<file path="config.mk">
export PLATFORM = sky130hd
export DESIGN_NAME = game_tick_gen
export DESIGN_NICKNAME = d
export VERILOG_FILES = /design/src/rtl/game_tick_pkg.sv /design/src/rtl/tick_channel.sv /design/src/rtl/game_tick_gen.sv
export SDC_FILE = /design/constraint.sdc
export NUM_CORES = 1
export LEC_CHECK = 0
export BUFFER_PORTS_ARGS = -buffer_cell sky130_fd_sc_hd__buf_2
export CAP_MARGIN = 15
export CORE_MARGIN = 10
export CORE_UTILIZATION = 49
export DETAILED_ROUTE_END_ITERATION = 10
export PLACE_DENSITY = 0.69
export SLEW_MARGIN = 30
export SYNTH_ARGS = -nofsm -noshare
export SYNTH_HDL_FRONTEND = slang
export SYNTH_SLANG_ARGS = --single-unit
</file>
<file path="constraint.sdc">
create_clock -name clk -period 3.6 [get_ports clk]
set_input_delay 0 -clock clk [delete_from_list [all_inputs] [get_ports clk]]
set_output_delay 0 -clock clk [all_outputs]
set_load 0.005 [all_outputs]
</file>
<file path="src/rtl/game_tick_pkg.sv">
// Shared defaults and width helper for the game tick generator.
package game_tick_pkg;

  localparam int NUM_CH_D     = 2;
  localparam int CNT_W_D      = 32;
  localparam int DEF_PERIOD_D = 10_000_000;
  localparam int MIN_PERIOD_D = 1;
  localparam int STEP_D       = 500_000;

  // Index width for n items, never narrower than one bit.
  function automatic int clog2_min1(input int n);
    int w;
    w = (n > 1) ? $clog2(n) : 1;
    return w;
  endfunction

endpackage

</file>
<file path="src/rtl/tick_channel.sv">
// One tick channel: period register, down-counter and registered tick/at_min.
module tick_channel #(
  parameter int CNT_W      = 32,
  parameter int DEF_PERIOD = 10_000_000,
  parameter int MIN_PERIOD = 1,
  parameter int STEP       = 500_000
) (
  input  logic             clk,
  input  logic             rst,
  input  logic             pause,
  input  logic             restart,
  input  logic             we,
  input  logic [CNT_W-1:0] wdata,
  input  logic             speed_up,
  output logic             tick,
  output logic [CNT_W-1:0] period,
  output logic             at_min
);

  localparam logic [CNT_W-1:0] MIN_P = CNT_W'(MIN_PERIOD);
  localparam logic [CNT_W-1:0] DEF_P = CNT_W'(DEF_PERIOD);
  // Speed-up is only a plain subtraction above this bound; widened so it cannot wrap.
  localparam logic [CNT_W+1:0] FLOOR = (CNT_W+2)'(MIN_PERIOD) + (CNT_W+2)'(STEP);

  logic [CNT_W-1:0] cnt;
  logic [CNT_W-1:0] p_wr;
  logic [CNT_W-1:0] p_next;

  always_comb begin
    p_wr   = period;
    p_next = period;
    if (we) begin
      p_wr   = (wdata < MIN_P) ? MIN_P : wdata;
      p_next = p_wr;
    end else if (speed_up && !pause) begin
      p_next = ({2'b00, period} > FLOOR) ? period - CNT_W'(STEP) : MIN_P;
    end
  end

  always_ff @(posedge clk) begin
    if (rst) begin
      period <= DEF_P;
      cnt    <= DEF_P - CNT_W'(1);
      tick   <= 1'b0;
      at_min <= (DEF_P == MIN_P);
    end else begin
      period <= p_next;
      at_min <= (p_next == MIN_P);
      if (restart || we) begin
        cnt  <= p_wr - CNT_W'(1);
        tick <= 1'b0;
      end else if (pause) begin
        tick <= 1'b0;
      end else if (cnt == '0) begin
        cnt  <= period - CNT_W'(1);
        tick <= 1'b1;
      end else begin
        cnt  <= cnt - CNT_W'(1);
        tick <= 1'b0;
      end
    end
  end

endmodule

</file>
<file path="src/rtl/game_tick_gen.sv">
// Multi-channel game tick generator: decodes period writes and packs channel outputs.
module game_tick_gen
  import game_tick_pkg::*;
#(
  parameter int NUM_CH     = NUM_CH_D,
  parameter int CNT_W      = CNT_W_D,
  parameter int DEF_PERIOD = DEF_PERIOD_D,
  parameter int MIN_PERIOD = MIN_PERIOD_D,
  parameter int STEP       = STEP_D
) (
  input  logic                        clk,
  input  logic                        rst,
  input  logic                        pause,
  input  logic                        restart,
  input  logic                        period_we,
  input  logic [clog2_min1(NUM_CH)-1:0] period_ch,
  input  logic [CNT_W-1:0]            period_wdata,
  input  logic [NUM_CH-1:0]           speed_up,
  output logic [NUM_CH-1:0]           tick,
  output logic [NUM_CH*CNT_W-1:0]     period_out,
  output logic [NUM_CH-1:0]           at_min
);

  localparam int CH_W = clog2_min1(NUM_CH);

  if (MIN_PERIOD < 1) begin : g_bad_min
    $error("game_tick_gen: MIN_PERIOD must be at least 1");
  end
  if (DEF_PERIOD < MIN_PERIOD) begin : g_bad_def
    $error("game_tick_gen: DEF_PERIOD must not be below MIN_PERIOD");
  end
  if ((CNT_W < 31) && (DEF_PERIOD >= (1 << CNT_W))) begin : g_bad_width
    $error("game_tick_gen: DEF_PERIOD does not fit in CNT_W bits");
  end

  for (genvar i = 0; i < NUM_CH; i++) begin : g_ch
    logic we_hit;
    // Out-of-range channel indices never match, so those writes drop out here.
    assign we_hit = period_we && (period_ch == CH_W'(i));

    tick_channel #(
      .CNT_W     (CNT_W),
      .DEF_PERIOD(DEF_PERIOD),
      .MIN_PERIOD(MIN_PERIOD),
      .STEP      (STEP)
    ) u_ch (
      .clk     (clk),
      .rst     (rst),
      .pause   (pause),
      .restart (restart),
      .we      (we_hit),
      .wdata   (period_wdata),
      .speed_up(speed_up[i]),
      .tick    (tick[i]),
      .period  (period_out[i*CNT_W +: CNT_W]),
      .at_min  (at_min[i])
    );
  end

endmodule

</file>
# [Yosys cells after proc, flatten, opt, wreduce, memory -nomap -nowiden]
# Index checks and enable logic that the tools add are counted.
[totals] reg_bits=132 latchBits=0 ramBits=0 rom_bits=0 input_bits=40 out_inout_bits=68 elab_cells=52 mem_count=0
[op_classes] addsub=8 mul=0 n_div=0 magnitude_cmp=3 n_eq_ne=4 shifts=0 n_mux=17 bitwise_logic=1 n_reduce_logical=11
[op_table] operator="2-to-1 mux 32 bit" n=15
[op_table] operator="subtractor 32 x 1 -> 32 bit (second input constant)" n=6
[op_table] operator="== test 32 x 1 -> 1 bit (second input constant)" n=2
[op_table] operator="greater-than comparator 32 x 19 -> 1 bit (second input constant)" n=2
[op_table] operator="zero test 32 bit" n=2
[op_table] operator="subtractor 32 x 19 -> 32 bit (second input constant)" n=2
[op_table] operator="< comparator 32 x 1 -> 1 bit (second input constant)" n=1
[op_table] operator="OR reduction 3 bit" n=2
[op_table] operator="logical AND 1 bit" n=4
[op_table] operator="!= test 2 x 1 -> 1 bit (second input constant)" n=2
[op_table] operator="logical OR 1 bit" n=2
[op_table] operator="2-to-1 mux 1 bit" n=2
[op_table] operator="zero test 1 bit" n=1
[op_table] operator="inverter 1 bit" n=1

# [Longest topological paths before layout]
# Gate-level depths: netlist (run 1).
[depth] word_depth=5 mapped_depth=14 depth_no_buf=12

# [Cells and area by module]
# From an unflattened synthesis (run 1), not the netlist that was laid out.
[hier_totals] hier_cells=1350 area_unflattened_um2=9878.2
[by_module_without_submodules] module="tick_channel" n_inst=2 cells_each=674 area_each_um2=4931.0 seq_area_each_um2=1321.3
[by_module_without_submodules] module="game_tick_gen" n_inst=1 cells_each=2 area_each_um2=16.3 seq_area_each_um2=0.0

# [Least setup slack after synthesis (run 1)]
# OpenSTA, ideal clock, no wires.
[synth_timing] kind="reg2reg" startpoint="reg g_ch[0].u_ch.cnt[10]" endpoint="reg g_ch[0].u_ch.cnt[28]" setup_time_ns=0.086 t_arrival_ns=3.057 required_time_ns=3.514 setup_slack_ns=0.457 path_stages_with_launch=14 n_path_buf=1 synth_period_minus_slack_ns=3.143 cell_sequence="dfxtp_1 > nor4_1 > and4_1 > buf_2 > a2111oi_0 > a221o_1 > ha_1 > inv_1 > a211oi_1 > nand4bb_1 > nor4_1 > nand4_1 > xor2_1 > a211oi_1"
[synth_between] elab_chain_len=4 word_cells_on_any_way=5 cone_classes="add/sub: 1; mux: 3; reduce/logical: 1"
[synth_lines] element="start, declared" line="tick_channel.sv:25" text="logic [CNT_W-1:0] cnt;"
[synth_lines] element="start signal, assigned" line="tick_channel.sv:43" text="cnt <= DEF_P - CNT_W'(1);"
[synth_lines] element="start signal, assigned" line="tick_channel.sv:50" text="cnt <= p_wr - CNT_W'(1);"
[synth_lines] element="start signal, assigned" line="tick_channel.sv:55" text="cnt <= period - CNT_W'(1);"
[synth_lines] element="subtractor 32 x 1 -> 32 bit or zero test 32 bit (tied branches)" line="tick_channel.sv:58, tick_channel.sv:54"
[synth_lines] element="2-to-1 mux 32 bit (*)" line="tick_channel.sv:54" text="end else if (cnt == '0) begin"
[synth_lines] element="2-to-1 mux 32 bit (*)" line="tick_channel.sv:52" text="end else if (pause) begin"
[synth_lines] element="2-to-1 mux 32 bit (*)" line="tick_channel.sv:49" text="if (restart || we) begin"
# Mark *: on every way between the ends. The rest lies on a longest branch, timed or not. The select of a mux whose other input is x is not followed.
# A chain may end at the register's enable or synchronous reset.

# [Final worst setup path (run 1)]
[layout_timing] startpoint="reg g_ch[0].u_ch.cnt[8]" endpoint="reg g_ch[0].u_ch.cnt[17]"
# The elaborated chain is that of the path after synthesis.

==> metrics.csv, run 1 <==
metric,value,unit
grt_pass1_wl,61500,µm
ys_types,88,
ys_seq_area_share,27.5,%
drt-total-wl,40400,µm
drcViolationCount,0,
finalInstanceArea,11500,µm²
ff_latch_area,2640,µm²
synthArstFlopShare,0,%
fillers,1897,
fin_crit,3530,ps
clk_pin_slew,60,ps
max_freq,284,MHz
fin_util,59.0,%
cts_tree,yes,
synth_area_leader_cell,dfxtp_1,
placed_cell_area,10700,µm²
track_usage,30.1,%
synth_edf_count,0,
cpPeakStageDelay,710,ps
io_buffers,107,
critical_path_arrival,3880,ps
crit_type,register to register,
grt_max_degree,43,
num_antenna_cells,0,
worst_pin_slew,936,ps
numCtsBuffers,17,
clk_latency,430,ps
cts_root_buffer,clkbuf_16,
ctsLongestPathBuffers,2,
core_region_area,19400,µm²
layout-drive-gt1-share,18.9,%
layout.nets,1456,
outcome,"complete, no violations",
required,3950,ps
initial_utilization,49.6,%
die_h,160,µm
post-dp-hpwl,30300,µm
setup_viol,0,
dr.first_iter.drc_count,1586,
ios,108,
antenna_found_initial,0,
finalWeightedCongestion,1.01,
crit_path_top_delay_cell,or4b_1,
power.density,398,nW/µm²
setup_tns,0,ps
drv_cap,0,
drt-vias-per-instance,6.64,
cp-start-kind,register,
setup_ws,73.8,ps
wl_per_cell,23.9,µm
ant_nets,0,
p_total,4.56,mW
synth_cells,1280,
cp_max_fo,5,
p_leak,4.35,nW
path_cells,"nor4_1, nand4_1, o31ai_4, a222oi_1, or4b_1, nor3_2, nand3_1, xnor2_1, a211oi_1",
post-synth-top-area-fraction,27.5,%
hp-class,input port to register,
slew_viol_final,0,
grt_pass1_vias,10155,
vdd_drop_max,268,µV
relSlewSlack,37.4,%
dp_slack,71.2,ps
hold_viol,0,
post-route-period-util,97.9,%
num_rows,51,
synth_most_common_cell,nor2_1,
synth_area,9620,µm²
synth-seq-cells,132,
fp.dieArea,25600,µm²
areaGrowthSynthToFinish,19.1,%
yosys-top-cells-area,"dfxtp_1, nor2_1, nand2_1, xnor2_1, a21oi_1",
clock-sinks,132,
yosys-top-cells-count,"nor2_1, dfxtp_1, nand2_1",
multiInputGateArea,6510,µm²
synthFlopType,dfxtp_1,
ys.warnings.count,0,
syn_area_per_cell,7.52,µm²
synth_fp_nets,1324,
vias,11225,
grt-ovfl-total,0,
endpoint_kind,register,
skew,7.38,ps
die_w,160,µm
drtPass1Iterations,6,
htreeDepth,4,
## through the flow
stage                     std cells  hold WS [ps]
final                          1690          28.4
after global routing           1690          9.24
after CTS                      1689          2.56
after detailed placement       1639           330
after global placement         1639           323
after floorplan                1280           121
## kinds of logic (layout without fill, tap and decap cells)
logic type / count (synthesis) / after routing / share of synthesized area, %
muxes: 25 / 25 / 2.63
adders and majority gates: 4 / 4 / 0.520
and+or+nand+nor: 545 / 545 / 29.5
DFF: 132 / 132 / 27.5
buffers and inverters: 111 / 256 / 5.27
xor gates and xnor gates: 87 / 87 / 7.92
AOI/OAI and AO/OA: 376 / 376 / 26.7
## worst max-delay path, delay by kind of cell, from the launching register on
kind                      cells  cell delay [ps]
AOI/OAI and AO/OA             3              900
xor gates and xnor gates      1              170
DFF                           1              340
and+or+nand+nor               5             2040
## cell usage in the layout, fill, tap and decap left out, types with 7 or more instances in the layout
cell,n
nor2_1,141
dfxtp_1,132
nand2_1,126
buf_2,107
a21oi_1,87
buf_4,80
o21ai_0,73
xnor2_1,52
nor3_1,46
nor4_1,38
a211oi_1,36
xor2_1,35
nand3_1,34
a31oi_1,26
mux2i_1,23
o211ai_1,22
nand2b_1,22
nand4_1,19
and2_1,19
inv_1,18
dlygate4sd3_1,18
clkbuf_16,17
a221oi_1,14
or3_1,13
and4_1,11
a22oi_1,11
and3_1,10
o21a_1,10
a21o_1,9
nor2b_1,8
a22o_1,7
o31ai_1,7
nor3b_1,7
or4_1,7
## flip-flops by register name, summed over array words and instances, names as in the netlist
| register | cells |
|---|---|
| g_ch.u_ch.at_min | 2 |
| g_ch.u_ch.cnt | 64 |
| g_ch.u_ch.tick | 2 |
| g_ch.u_ch.period | 64 |
## cell type report
cell class / instances / area share, %
Multi-Input combinational cell: 1037 / 56.9
Clock buffer: 17 / 3.71
Inverter: 18 / 0.590
Sequential cell: 132 / 23.1
Tap cell: 265 / 2.90
Clock inverter: 15 / 1.18
Timing Repair Buffer: 206 / 11.7
## final timing paths
kind	startpoint	cells after the start	slack, ps	endpoint
worst max-delay path	g_ch[0].u_ch.cnt[8]$_SDFFE_PP0P_	9	70	g_ch[0].u_ch.cnt[17]$_SDFFE_PP0P_
worst min-delay path	period_wdata[15]	4	30	g_ch[1].u_ch.period[15]$_SDFF_PP1_
worst max register to register	g_ch[0].u_ch.cnt[8]$_SDFFE_PP0P_	9	70	g_ch[0].u_ch.cnt[17]$_SDFFE_PP0P_
worst min register to register	g_ch[0].u_ch.cnt[7]$_SDFFE_PP0P_	2	470	g_ch[0].u_ch.cnt[7]$_SDFFE_PP0P_
## routing by layer
metal | up-vias | share of wire, % | global-route usage (%)
li1 | 5029 | - | -
met1 | 5310 | 41 | 42.0
met2 | 770 | 41 | 42.0
met3 | 114 | 14 | 9.82
met4 | 2 | 3.7 | 10.6
met5 | - | 0.10 | 1.38
## where the power goes
group	internal (mW)	total (mW)	switching (mW)	leakage (nW)
Combinational	0.441	1.12	0.677	3.00
Sequential	1.58	1.75	0.175	1.09
Clock	0.952	1.69	0.734	0.262
## repair_timing
action / in CTS / in global routing
endpoints found under the setup margin: 0 / 6
hold endpoints to repair: 22 / 0
hold buffers: 18 / 0
resized for setup: 0 / 7
setup buffers: 0 / 1
Power figures use the tool's default switching activity.
==> inputs of run 2 (changes only) <==
Settings changed: SETUP_SLACK_MARGIN from default to 0.15.
==> metrics.csv, run 2 (synthesis gave the netlist of run 1 again) <==
metric,value,unit,change
dr.first_iter.drc_count,1632,,+2.9%
rsz0062_at_grt,true,,
drt-vias-per-instance,6.67,,+0.42%
r2r_slack,250,ps,+180 ps
fin_crit,3350,ps,-180 ps
layout_commonest_cell,nor2_1,,
met1_length,16800,µm,+0.49%
setup_tns,0,ps,unchanged
drtPass1Iterations,6,,unchanged
ant_nets,0,,unchanged
switching_share,34.9,%,+0.12 points
topRoutingLayerUsed,met4,,
drt-total-wl,40600,µm,+0.46%
cp-endpoint,g_ch[1].u_ch.at_min$_SDFF_PP0_,,
grt-ovfl-total,0,,unchanged
setup_viol,0,,unchanged
fp.dieArea,25600,µm²,unchanged
crit_path_start,g_ch[1].u_ch.period[10]$_SDFF_PP1_,,
required,3950,ps,about the same
num_rows,51,,unchanged
cts_root_buffer,clkbuf_16,,
io_buffers,107,,unchanged
power.density,396,nW/µm²,-0.44%
cp-start-kind,register,,
power_switching,1.60,mW,+0.63%
numCtsBuffers,17,,unchanged
drcViolationCount,0,,unchanged
worst_path_most_repeated_cell,or4_1,,
grt_pass1_vias,10165,,+0.098%
die_h,160,µm,unchanged
vias,11305,,+0.71%
path_cells,"or4_1, a21o_1, a21oi_2, nor3b_1, xor2_1, or4_1, nor4_1, o22ai_1, a211oi_2",,
htreeDepth,4,,unchanged
outcome,"complete, no violations",,
relSlewSlack,41.2,%,+3.9 points
combPwrFrac,24.6,%,about the same
track_usage,30.1,%,about the same
layout_common_cells,"nor2_1, dfxtp_1, nand2_1",,
dp_cells,1639,,unchanged
num_antenna_cells,0,,unchanged
cp_max_fo,11,,+6
initial_utilization,49.6,%,unchanged
cpPeakStageDelay,600,ps,-110 ps
hold_viol,0,,unchanged
antenna_found_initial,0,,unchanged
fin_util,59.5,%,+0.43 points
grt_pass1_wl,61500,µm,about the same
ctsLongestPathBuffers,2,,unchanged
reg.largest.list,"g_ch.u_ch.cnt (64), g_ch.u_ch.period (64)",,
clk_latency,440,ps,about the same
skew,8.87,ps,+1.49 ps
post-route-period-util,93.0,%,-5.0 points
slew_viol_final,0,,unchanged
die_w,160,µm,unchanged
ff2ff_path_depth,9,,unchanged
worst_pin_slew,881,ps,-54.3 ps
drv_cap,0,,unchanged
hold_depth,4,,unchanged
ios,108,,unchanged
clk_pin_slew,60,ps,about the same
hp-class,input port to register,,
hold_ws,30.2,ps,+1.74 ps
seqPwrFrac,38.4,%,about the same
core_region_area,19400,µm²,unchanged
stdcell_count,1695,,+0.30%
post-dp-hpwl,30300,µm,unchanged
grt_max_degree,43,,unchanged
dr_wl_met2,16400,µm,about the same
pwr-share-clk,36.9,%,about the same
layout-drive-gt1-share,19.8,%,+0.84 points
wl_met3,5710,µm,+0.74%
internal-power,2.97,mW,+0.10%
crit_type,register to register,,
crit_path_top_delay_cell,or4_1,,
areaGrowthSynthToFinish,19.9,%,
critical_path_arrival,3690,ps,-190 ps
cts_tree,yes,,
r2r-end,g_ch[1].u_ch.at_min$_SDFF_PP0_,,
layout.nets,1461,,+0.34%
endpoint_kind,register,,
wl_per_cell,23.9,µm,+0.16%
finalWeightedCongestion,1.01,,unchanged
p_leak,4.39,nW,+0.83%
hold_start,period_wdata[15],,
max_freq,299,MHz,+5.4%
reg2reg_from,g_ch[1].u_ch.period[10]$_SDFF_PP1_,,
vdd_drop_max,269,µV,+0.33%
clock-sinks,132,,unchanged
## run 2: cell count changes in the layout (fill, tap and decap cells not counted), sizes merged
cell	before	now
buf	188	193
## run 2: timing repair
action                     4_1_cts  5_1_grt
gates resized for setup          1       17
hold endpoints to repair        22        0
hold buffers                    18        0
buffers inserted                 0        6
pin swaps                        0        5
setup endpoints to repair        3       24
## run 2: power by group through the flow
stage | registers [mW] | clock network (mW) | logic [mW]
detailed placement | 1.77 | 0 | 1.06
global route | 1.77 | 1.75 | 1.21
finish | 1.76 | 1.69 | 1.13
CTS | 1.74 | 1.70 | 1.08
floorplan | 1.71 | 0 | 0.703
global placement | 1.77 | 0 | 1.05
## run 2: layout make-up
| class | count | area (µm²) |
|---|---|---|
| clock buffer | 17 | 425 |
| clock inverter | 15 | 135 |
| fill | 1890 | 7860 |
| inverter | 18 | 67.6 |
| multi-input combinational | 1037 | 6560 |
| sequential | 132 | 2640 |
| tap | 265 | 332 |
| timing repair buffer | 211 | 1370 |
## run 2: worst max-delay path: cells and delay by family, from the launching register on
| family | cells | cell delay (ps) |
|---|---|---|
| AO/OA/AOI/OAI | 4 | 930 |
| XOR/XNOR | 1 | 160 |
| AND/OR/NAND/NOR | 4 | 1700 |
| flip-flops | 1 | 430 |
## run 2: how the worst min path moves through the flow
stage / to / slack, ps
final: g_ch[1].u_ch.period[15]$_SDFF_PP1_ / 30
after global routing: g_ch[1].u_ch.period[15]$_SDFF_PP1_ / 9
after CTS: g_ch[1].u_ch.period[15]$_SDFF_PP1_ / 3
after detailed placement: g_ch[0].u_ch.period[29]$_SDFF_PP0_ / 330
after global placement: g_ch[1].u_ch.period[2]$_SDFF_PP0_ / 320
after floorplan: g_ch[1].u_ch.period[15]$_SDFF_PP1_ / 120
## run 2: metal layers
metal  track usage (%)  vias up
met5              1.38        -
met4              10.6        0
met3              9.82      127
met2              42.1      831
met1              42.0     5307
li1                  -     5040
## run 2: metrics by stage
step / area, µm² / total power, mW / worst slack [ps]
2_1_floorplan: 9620 / 2.41 / 457
3_3_place_gp: 10700 / 2.82 / 131
3_5_place_dp: 10700 / 2.83 / 71.2
4_1_cts: 11400 / 4.52 / 187
5_1_grt: 11500 / 4.73 / 131
6_report: 11500 / 4.57 / 254
